==> src/rtl/instruction_fetch.sv <==
// Fetch stage: presents the PC to a synchronous ROM, registers the returned word,
// hands it to decode over valid/ready, and reloads the PC for JMP/BRZ and back-pressure.
module instruction_fetch #(
    parameter int ADDR_W = 16,
    parameter int DATA_W = 16
) (
    input  logic              Clock,
    input  logic              nReset,
    input  logic [ADDR_W-1:0] CounterValue,
    output logic [ADDR_W-1:0] LoadValue,
    output logic              LoadEnable,
    output logic [ADDR_W-1:0] MemAddr,
    input  logic [DATA_W-1:0] MemData,
    input  logic              ZeroFlag,
    output logic [DATA_W-1:0] InstrOut,
    output logic [ADDR_W-1:0] InstrAddr,
    output logic              InstrValid,
    input  logic              InstrReady,
    output logic [1:0]        DbgState
);

    // Handshake: decode takes InstrOut/InstrAddr on any cycle where InstrValid && InstrReady;
    // while InstrValid is high and InstrReady low, all three outputs hold unchanged.

    typedef enum logic [1:0] {
        ST_FILL   = 2'd0,
        ST_RUN    = 2'd1,
        ST_STALL  = 2'd2,
        ST_REFILL = 2'd3
    } fetch_state_e;

    localparam logic [3:0] OP_JMP = 4'hE;
    localparam logic [3:0] OP_BRZ = 4'hF;

    logic              pend_valid_q, pend_valid_d;
    logic [ADDR_W-1:0] pend_addr_q,  pend_addr_d;
    logic [DATA_W-1:0] instr_out_q,  instr_out_d;
    logic [ADDR_W-1:0] instr_addr_q, instr_addr_d;
    logic              instr_valid_q, instr_valid_d;

    logic              hs;
    logic              stall;
    logic              redirect;
    logic [3:0]        opcode;
    logic [ADDR_W-1:0] target;
    logic [ADDR_W-1:0] brz_offset;
    logic              load_en;
    logic [ADDR_W-1:0] load_val;
    fetch_state_e      state;

    assign MemAddr    = CounterValue;
    assign InstrOut   = instr_out_q;
    assign InstrAddr  = instr_addr_q;
    assign InstrValid = instr_valid_q;
    assign LoadEnable = load_en;
    assign LoadValue  = load_val;
    assign DbgState   = state;

    assign hs         = instr_valid_q && InstrReady;
    assign stall      = instr_valid_q && !InstrReady;
    assign opcode     = instr_out_q[DATA_W-1 -: 4];
    assign brz_offset = {{(ADDR_W-9){instr_out_q[8]}}, instr_out_q[8:0]};

    // Branch resolution on the instruction currently being handed to decode.
    always_comb begin
        redirect = 1'b0;
        target   = '0;
        if (hs) begin
            if (opcode == OP_JMP) begin
                redirect = 1'b1;
                target   = {{(ADDR_W-12){1'b0}}, instr_out_q[11:0]};
            end else if (opcode == OP_BRZ && ZeroFlag) begin
                redirect = 1'b1;
                target   = instr_addr_q + ADDR_W'(1) + brz_offset;
            end
        end
    end

    // Stall re-points the PC at the successor so the word after the held one is refetched.
    always_comb begin
        load_en  = 1'b0;
        load_val = '0;
        if (redirect) begin
            load_en  = 1'b1;
            load_val = target;
        end else if (stall) begin
            load_en  = 1'b1;
            load_val = instr_addr_q + ADDR_W'(1);
        end
    end

    always_comb begin
        pend_addr_d   = CounterValue;
        pend_valid_d  = !(stall || redirect);
        instr_out_d   = instr_out_q;
        instr_addr_d  = instr_addr_q;
        instr_valid_d = instr_valid_q;
        if (stall) begin
            instr_valid_d = 1'b1;
        end else if (redirect) begin
            instr_valid_d = 1'b0;
        end else if (pend_valid_q) begin
            instr_out_d   = MemData;
            instr_addr_d  = pend_addr_q;
            instr_valid_d = 1'b1;
        end else begin
            instr_valid_d = 1'b0;
        end
    end

    // Accepting with nothing pending only happens on the release cycle after a stall.
    always_comb begin
        state = ST_FILL;
        if (stall) begin
            state = ST_STALL;
        end else if (instr_valid_q && !pend_valid_q) begin
            state = ST_REFILL;
        end else if (instr_valid_q) begin
            state = ST_RUN;
        end
    end

    always_ff @(posedge Clock or negedge nReset) begin
        if (!nReset) begin
            pend_valid_q  <= 1'b0;
            pend_addr_q   <= '0;
            instr_out_q   <= '0;
            instr_addr_q  <= '0;
            instr_valid_q <= 1'b0;
        end else begin
            pend_valid_q  <= pend_valid_d;
            pend_addr_q   <= pend_addr_d;
            instr_out_q   <= instr_out_d;
            instr_addr_q  <= instr_addr_d;
            instr_valid_q <= instr_valid_d;
        end
    end

endmodule

==> config.mk <==
export PLATFORM = sky130hd
export DESIGN_NAME = instruction_fetch
export DESIGN_NICKNAME = d
export VERILOG_FILES = /design/src/rtl/instruction_fetch.sv
export SDC_FILE = /design/constraint.sdc
export NUM_CORES = 1
export LEC_CHECK = 0
export CAP_MARGIN = 20
export CORE_MARGIN = 2
export CORE_UTILIZATION = 45
export DETAILED_ROUTE_END_ITERATION = 7
export PLACE_DENSITY = 0.74
export SLEW_MARGIN = 0
export SYNTH_ARGS = -nofsm -noshare
export SYNTH_HDL_FRONTEND = slang
export SYNTH_SLANG_ARGS = --single-unit
==> constraint.sdc <==
create_clock -name Clock -period 9.1 [get_ports Clock]
set_input_delay 1.365 -clock Clock [delete_from_list [all_inputs] [get_ports Clock]]
set_output_delay 1.365 -clock Clock [all_outputs]
set_load 0.02 [all_outputs]
==> results of run 1 <==
logic make-up after synthesis:
kind of cell               after synthesis  synth area share
xor gates and xnor gates                27            0.0769
AOI/OAI and AO/OA                       62             0.129
buffers and inverters                   39            0.0832
DFF                                     50             0.372
muxes                                   32             0.140
adders and majority gates               20            0.0766
and+or+nand+nor                         72             0.122
through the flow:
| step | util | power (mW) | hold WS [ns] | cells |
|---|---|---|---|---|
| finish | 0.606 | 1.96 | 0.485 | 485 |
| detailed placement | 0.591 | 1.79 | 0.463 | 477 |
| CTS | 0.606 | 1.96 | 0.489 | 485 |
| global route | 0.606 | 2.10 | 0.497 | 485 |
| floorplan | - | 1.40 | 0.454 | 302 |
| global placement | 0.591 | 1.77 | 0.456 | 477 |
path summary, 6_finish.rpt:
| check | from | cells past startpoint | end |
|---|---|---|---|
| worst max register to register | InstrOut[15]$_DFFE_PN0P_ | 7 | InstrAddr[5]$_DFFE_PN0P_ |
| worst max-delay path | InstrAddr[0]$_DFFE_PN0P_ | 12 | LoadValue[15] |
| worst min register to register | pend_addr_q[6]$_DFF_PN0_ | 1 | InstrAddr[6]$_DFFE_PN0P_ |
| max in group asynchronous | nReset | 2 | InstrValid$_DFF_PN0_ |
| worst min-delay path | pend_addr_q[6]$_DFF_PN0_ | 1 | InstrAddr[6]$_DFFE_PN0P_ |
| min in group asynchronous | nReset | 2 | pend_addr_q[4]$_DFF_PN0_ |
cell type report:
cell class                      count  area [sq um]  share of cell area
Timing Repair Buffer              104          1030               0.235
Tap cell                           99           124              0.0282
Sequential cell                    50          1250               0.285
Clock inverter                      2          37.5             0.00854
Clock buffer                        6          72.6              0.0165
Multi-Input combinational cell    213          1840               0.418
Inverter                           11          41.3             0.00939
layout by cell type (no fill, tap or decap), types with 2 or more instances in the layout:
cell | Yosys | routed
a211oi_1 | 2 | 2
a21o_1 | 4 | 4
a21oi_1 | 15 | 15
a21oi_2 | 2 | 2
a221oi_1 | 4 | 4
a22o_1 | 9 | 9
a31oi_1 | 2 | 2
and3_1 | 7 | 7
and4_4 | 2 | 2
clkbuf_8 | 0 | 5
clkdlybuf4s50_1 | 0 | 102
dfrtp_1 | 50 | 50
ha_1 | 19 | 19
inv_1 | 11 | 11
mux2_2 | 2 | 2
mux2_4 | 30 | 30
nand2_1 | 20 | 20
nand2_2 | 2 | 2
nand3_1 | 14 | 14
nand4_1 | 2 | 2
nor2_1 | 10 | 10
nor3_1 | 3 | 3
o211ai_1 | 3 | 3
o21a_1 | 3 | 3
o21ai_0 | 7 | 7
o21ai_1 | 3 | 3
xnor2_1 | 19 | 19
xor2_1 | 5 | 5
xor2_2 | 2 | 2
state kept, by name, indices dropped and copies added, names as in the netlist:
| register | count |
|---|---|
| InstrOut | 16 |
| pend_addr_q | 16 |
| InstrValid | 1 |
| InstrAddr | 16 |
| pend_valid_q | 1 |
per-layer routing:
| layer | share of wire | global-route usage | vias to the layer above |
|---|---|---|---|
| met5 | 0 | 0 | - |
| met4 | 0.018 | 0.0718 | 0 |
| met3 | 0.056 | 0.0301 | 11 |
| met2 | 0.50 | 0.333 | 95 |
| met1 | 0.43 | 0.256 | 1242 |
| li1 | - | - | 1233 |
power by group through the flow:
stage                     clock, mW  sequential (mW)  combinational [mW]
after CTS                     0.164            0.436                1.36
final                         0.157            0.436                1.36
after detailed placement          0            0.439                1.35
after global placement            0            0.436                1.33
after floorplan                   0            0.488               0.909
after global routing          0.175            0.452                1.47
worst reg2reg max path: stages, from the launching register on:
cell,delay (ns)
dfrtp_1,0.42
and3_1,0.19
and2b_1,0.34
nor2_4,0.17
nand2_2,0.06
nand2_2,0.11
and2_4,0.54
mux2_2,0.43
==> reports/qor.csv, run 1 <==
metric,value,unit
CTS Hold Bufs,0,
fill cell count,604,
HPWL after DPL,6080,microns
Post-synth EDFFs,0,
Max IR drop VDD,172,uV
initial antenna violation count,0,
H-Tree Depth,2,
Post-CTS Resized,0,
CP bufs+invs,1,
Power Density,445,nW/um^2
Critical Path RT,7.74,ns
via count,2581,
die area,8190,sq um
design area,4400,sq um
top-count cell post-synth,dfrtp_1,
setup TNS,0,ns
DRC Markers,0,
"flops & latches, synth",50,
clock buffer depth,2,
total grt overflow,0,
distinct cell type count after synthesis,55,
Synth-to-Final Area Change,30.5,%
vias in the first global route,2623,
CTS tree,built,
Pre-antenna DRT Iters,4,
Total GRT Usage,0.197,
initial core utilization,0.464,
Synth Net Count,358,
crit-path leading delay family,compound AO/OA/AOI/OAI gates,
Crit Path Max Fanout,10,
Main synth FF type,dfrtp_1,
Setup crit end kind,output pin,
clock sinks,50,
Clock Power Share,0.080,
CP Class,reg -> out,
actual transition at the worst max-transition pin,0.636,ns
fin crit share,0.586,
Syn Inst Count,302,
Post-synth ARST share,1.00,
clock slew seen by the registers of the worst setup and hold paths,0.09,ns
worst slack at placement,3.85,ns
"Cell Area, Synth",3370,sq um
Final Hold Fails,0,
Period minus WS final,5.33,ns
RSZ-0062 raised after global routing,no,
DP Area,4290,sq um
P_leak,1.91,nW
RD Place Congestion,0.868,
net load switching power,0.894,mW
initial drt markers,136,
Max Cap Viol,0,
Synth top cells by count,"dfrtp_1, mux2_4, nand2_1",
crit-path cells,ha_1 > nand2_1 > xnor2_1 > ha_1 > a21oi_1 > o211ai_1 > a221oi_2 > o21ai_1 > a21oi_2 > xnor2_1 > o2bb2ai_1 > clkdlybuf4s50_1,
Final Max Slew Viols,0,
Std-Cell Rows,31,
Post-DRT Antenna Nets,0,
Slew HR,0.576,
yosys warns,0,
Area contributors post-synth,"dfrtp_1, mux2_4, ha_1",
Die Y,90.5,microns
CTS buffer count,5,
status,"finished, final reports clean",
top cell type's share of synthesized area,0.372,
Chip Width,90.5,microns
number of diodes,0,
Routed wire per std cell,16.4,microns
Logic pwr share,0.697,
hold crit path type,reg -> reg,
largest area contributor in the netlist,dfrtp_1,
Switching Fraction,0.457,
Buffers on Ports,103,
"slowest stage delay, CP",0.62,ns
Fmax,0.187,GHz
# nets final,441,
ratio of cells with drive above 1 in the final layout,0.153,
Core Area,7250,sq um
largest net degree at the start of global routing,51,
Seq pwr share,0.223,
io pins,104,
WL final,7950,microns
"Clk Latency, worst-skew pair",0.30,ns
CTS root buffer,clkbuf_8,
Worst Slack Setup Final,3.77,ns
"Avg Cell Area, Syn",11.1,sq um
postcts setup bufs,0,
Vias per Instance,5.32,
clk_skew,0.00599,ns
register-to-register setup slack,6.74,ns
crit path launch type,flip-flop,
Setup Viol. Count Final,0,
CP arrival,3.97,ns
critical path's slowest cell,clkdlybuf4s50_1,
post-synthesis sequential area ratio,0.372,
Pint,1.06,mW
first-pass GRT wire length,13100,microns
Note: power is estimated with default switching activity, not from simulation.
==> run 2: changes to the inputs <==
Settings changed: CORE_UTILIZATION 45 to 43, PLACE_DENSITY 0.74 to 0.75.
Clock period 9.1 ns to 4.7 ns, I/O delays scaled along.
==> run 2 against run 1 <==
Against the previous run: setup slack worse by 3.6 ns; via count up 2.1%; sequential power up 94%; worst hold slack worse by 0.0093 ns; register-to-register slack worse by 4.4 ns; clock skew down 0.0013 ns; clock power up 76%; non-clock buffer count up 3; critical endpoint unchanged; largest power group unchanged.
==> reports/qor.csv, run 2 (synthesis gave the netlist of run 1 again) <==
metric,value,unit
CTS root buffer,clkbuf_8,
CP startpoint,InstrAddr[0]$_DFFE_PN0P_,
via count,2636,
Routed wire per std cell,16.3,microns
Core Area,7650,sq um
Worst Slack Setup Final,0.216,ns
first-pass GRT wire length,13000,microns
Max IR drop VDD,316,uV
Pre-antenna DRT Iters,5,
r2r worst-path depth,7,
clock sinks,50,
io pins,104,
Setup Viol. Count Final,0,
CP Class,reg -> out,
Std-Cell Rows,32,
Synth-to-Final Area Change,31.4,%
initial drt markers,111,
# nets final,444,
fin crit share,0.954,
register-to-register setup slack,2.34,ns
HPWL after DPL,5990,microns
RD Place Congestion,0.879,
worst reg2reg startpoint,InstrOut[14]$_DFFE_PN0P_,
number of diodes,0,
# placed instances,482,
status,"finished, final reports clean",
most frequent cells in the layout,"clkdlybuf4s50_1, dfrtp_1, mux2_4",
"Clk Latency, worst-skew pair",0.31,ns
initial antenna violation count,0,
Die Y,92.5,microns
fin cells,491,
largest net degree at the start of global routing,51,
Critical Path End,LoadValue[15],
Final Max Slew Viols,0,
Critical Path RT,3.99,ns
Total GRT Usage,0.189,
CTS buffer count,5,
actual transition at the worst max-transition pin,0.621,ns
r2r endpoint,InstrAddr[5]$_DFFE_PN0P_,
hold crit path type,in -> async,
ratio of cells with drive above 1 in the final layout,0.177,
Final Hold Fails,0,
worst slack at placement,0.409,ns
CP arrival,3.78,ns
crit path launch type,flip-flop,
P_leak,1.94,nW
Slew HR,0.586,
Crit Path Max Fanout,10,
H-Tree Depth,2,
DRC Markers,0,
fill cell count,625,
vias in the first global route,2623,
Fmax,0.223,GHz
Post-DRT Antenna Nets,0,
clock buffer depth,2,
clk_skew,0.00472,ns
Chip Width,92.5,microns
total grt overflow,0,
Power Density,857,nW/um^2
WL final,8000,microns
initial core utilization,0.440,
Vias per Instance,5.37,
Max Cap Viol,0,
"commonest non-fill, non-tap cell in the layout",clkdlybuf4s50_1,
die area,8550,sq um
Period minus WS final,4.48,ns
Setup crit end kind,output pin,
CTS tree,built,
clock slew seen by the registers of the worst setup and hold paths,0.11,ns
Buffers on Ports,103,
[run 2: worst min-delay path by stage]
stage | endpoint | from | cells after the start
floorplan | InstrAddr[0]$_DFFE_PN0P_ | nReset | 0
global placement | InstrAddr[5]$_DFFE_PN0P_ | pend_addr_q[5]$_DFF_PN0_ | 1
detailed placement | InstrAddr[6]$_DFFE_PN0P_ | pend_addr_q[6]$_DFF_PN0_ | 1
CTS | InstrAddr[8]$_DFFE_PN0P_ | pend_addr_q[8]$_DFF_PN0_ | 1
global route | InstrAddr[6]$_DFFE_PN0P_ | pend_addr_q[6]$_DFF_PN0_ | 1
finish | InstrValid$_DFF_PN0_ | nReset | 2
[run 2: worst max-delay path, stage by stage, from the launching register on]
cell             delay [ns]
dfrtp_2                0.50
ha_2                   0.29
nand2_1                0.08
xnor2_1                0.19
ha_1                   0.33
a21oi_1                0.28
o211ai_1               0.15
a221oi_2               0.36
o21ai_1                0.20
a21oi_2                0.17
xnor2_1                0.15
o2bb2ai_1              0.14
clkdlybuf4s50_1        0.63
[run 2: stage by stage]
step                instance area (sq um)  setup TNS (ns)   util  hold WS (ns)  power, mW
detailed placement                   4300               0  0.563         0.466       3.46
finish                               4430               0  0.579         0.476       3.79
CTS                                  4400               0  0.575         0.492       3.76
global route                         4430         -0.0110  0.579         0.497       4.06
floorplan                            3370               0      -         0.409       2.71
global placement                     4300               0  0.563         0.456       3.40
[run 2: report_power, final]
part / switching [mW] / internal (mW)
sequential: 0.257 / 0.591
combinational: 1.34 / 1.33
clock: 0.166 / 0.111
[run 2: cell type report]
class | count | area, sq um | share of cell area
tap | 102 | 128 | 0.0288
sequential | 50 | 1260 | 0.284
clock inverter | 3 | 27.5 | 0.00622
multi-input combinational | 213 | 1850 | 0.417
inverter | 11 | 41.3 | 0.00933
timing repair buffer | 107 | 1060 | 0.239
clock buffer | 5 | 68.8 | 0.0155
[run 2: what timing repair did]
| item | CTS | global route |
|---|---|---|
| setup buffers | 0 | 1 |
| resized for setup | 0 | 7 |
| hold buffers | 0 | 0 |
| setup endpoints to repair | 0 | 5 |
[run 2: layer usage]
layer	vias up	track usage	wire [microns]	share of wire
met5	-	0	0	0
met4	0	0.0622	137	0.017
met3	10	0.0309	438	0.055
met2	112	0.317	3990	0.50
met1	1275	0.248	3440	0.43
li1	1239	-	-	-
==> run 3: changes to the inputs <==
Settings changed: CORE_ASPECT_RATIO set to 1.75.
==> run 3 against run 2 <==
Against the previous run: setup slack better by 0.0037 ns; first-iteration DRC count rose by 2.7%; largest power group unchanged; core utilization rose by 1.4 points; cell area is 1.3% higher; critical path type unchanged; critical endpoint is now LoadValue[14]; combinational power about the same; routed wire length grew 3.7%; non-clock buffer count up 1; global-route usage increased by 1.3 points; maximum frequency barely moved; count of clock-buffer cells in the layout unchanged; largest cell class unchanged; die area rose by 0.32%; sequential share of layout area down 0.48 points.
==> reports/qor.csv, run 3 (synthesis gave the netlist of run 1 again) <==
metric,value,unit
register-to-register setup slack,2.35,ns
Setup Viol. Count Final,0,
vias in the first global route,2712,
first-pass GRT wire length,13400,microns
Logic pwr share,0.682,
Pre-antenna DRT Iters,5,
Die Y,121,microns
RD Place Congestion,0.897,
status,"finished, final reports clean",
# placed instances,469,
HPWL after DPL,6240,microns
net load switching power,1.75,mW
Buffers on Ports,103,
Reg area,1250,sq um
clk_skew,0.00898,ns
Seq pwr share,0.212,
CTS root buffer,clkbuf_16,
via count,2628,
Power Density,872,nW/um^2
Post-DRT Antenna Nets,0,
Fmax,0.223,GHz
Chip Width,70.9,microns
fin cells,478,
Slew HR,0.590,
met1 global-route usage,0.230,
number of diodes,0,
crit path launch type,flip-flop,
gr busiest metal,met2,
DRC Markers,0,
# nets final,445,
"Clk Latency, worst-skew pair",0.30,ns
Critical Path RT,3.99,ns
CP arrival,3.78,ns
Crit Path Max Fanout,7,
fill cell count,629,
WL final,8290,microns
Routed wire per std cell,17.4,microns
met2 usage,0.359,
die area,8580,sq um
H-Tree Depth,2,
Switching Fraction,0.447,
r2r worst-path depth,7,
Post-CTS Resized,0,
total grt overflow,0,
Total GRT Usage,0.201,
grt met3 use,0.0291,
initial drt markers,114,
Multi-input gate area,1840,sq um
worst reg2reg startpoint,InstrOut[14]$_DFFE_PN0P_,
Final Max Slew Viols,0,
Vias per Instance,5.50,
largest net degree at the start of global routing,51,
clock slew seen by the registers of the worst setup and hold paths,0.07,ns
Final Hold Fails,0,
clock buffer depth,2,
ratio of cells with drive above 1 in the final layout,0.164,
fin crit share,0.953,
hold crit path type,in -> async,
RSZ-0062 raised after global routing,no,
most frequent cells in the layout,"clkdlybuf4s50_1, dfrtp_1, mux2_4",
DP Area,4290,sq um
CTS tree,built,
postcts setup bufs,0,
Max IR drop VDD,529,uV
Std-Cell Rows,42,
CP Class,reg -> out,
actual transition at the worst max-transition pin,0.615,ns
Clock Power Share,0.107,
setup TNS,0,ns
initial antenna violation count,0,
P_leak,1.97,nW
Max Cap Viol,0,
"commonest non-fill, non-tap cell in the layout",clkdlybuf4s50_1,
initial core utilization,0.445,
"Core Util, Final",0.592,
design area,4480,sq um
CTS Hold Bufs,0,
Core Area,7570,sq um
Setup crit end kind,output pin,
clock sinks,50,
Pint,2.16,mW
CTS buffer count,5,
io pins,104,
Period minus WS final,4.48,ns
r2r endpoint,InstrAddr[6]$_DFFE_PN0P_,
Synth-to-Final Area Change,33.1,%
run 3: worst max path at each step:
stage / from / to / slack [ns] / depth (start not counted)
after floorplan: InstrAddr[1]$_DFFE_PN0P_ / LoadValue[15] / 1.12 / 12
after global placement: InstrAddr[2]$_DFFE_PN0P_ / LoadValue[12] / 0.66 / 13
after detailed placement: InstrAddr[2]$_DFFE_PN0P_ / LoadValue[14] / 0.55 / 13
after CTS: InstrAddr[2]$_DFFE_PN0P_ / LoadValue[14] / 0.23 / 13
after global routing: InstrAddr[2]$_DFFE_PN0P_ / LoadValue[14] / 0.01 / 13
final: InstrAddr[2]$_DFFE_PN0P_ / LoadValue[14] / 0.22 / 13
run 3: critical path: stages (launching register included):
cell and delay, ns:
dfrtp_1 0.45, and4_4 0.28, and4_4 0.29, nand3_4 0.10, xnor2_1 0.24, ha_1 0.31
a21oi_1 0.15, inv_1 0.09, nor4b_2 0.31, o21bai_1 0.15, o22ai_1 0.19, xnor2_1 0.15
a22o_1 0.17, clkdlybuf4s50_1 0.61
run 3: power groups by stage:
stage | registers (mW) | clock network, mW | logic [mW]
detailed placement | 0.832 | 0 | 2.65
CTS | 0.826 | 0.425 | 2.66
floorplan | 0.946 | 0 | 1.76
global route | 0.859 | 0.442 | 2.88
finish | 0.828 | 0.417 | 2.67
global placement | 0.823 | 0 | 2.61
run 3: final cells by class:
class / count / share of cell area
multi-input combinational: 213 / 0.409
sequential: 50 / 0.279
timing repair buffer: 108 / 0.240
clock buffer: 5 / 0.0279
tap: 88 / 0.0246
clock inverter: 3 / 0.00977
inverter: 11 / 0.00921
run 3: metrics by stage:
step           setup slack [ns]  hold slack (ns)  power (mW)
3_3_place_gp              0.657            0.457        3.44
6_report                  0.219            0.311        3.91
3_5_place_dp              0.549            0.462        3.48
4_1_cts                   0.235            0.480        3.92
2_1_floorplan              1.12            0.409        2.71
5_1_grt                 0.00989            0.327        4.18
run 3: routing by layer:
metal	routed length, microns	up-vias	part of all wire
met5	0	-	0
met3	395	16	0.048
met1	3130	1279	0.38
met4	258	0	0.031
met2	4510	92	0.54
li1	-	1241	-
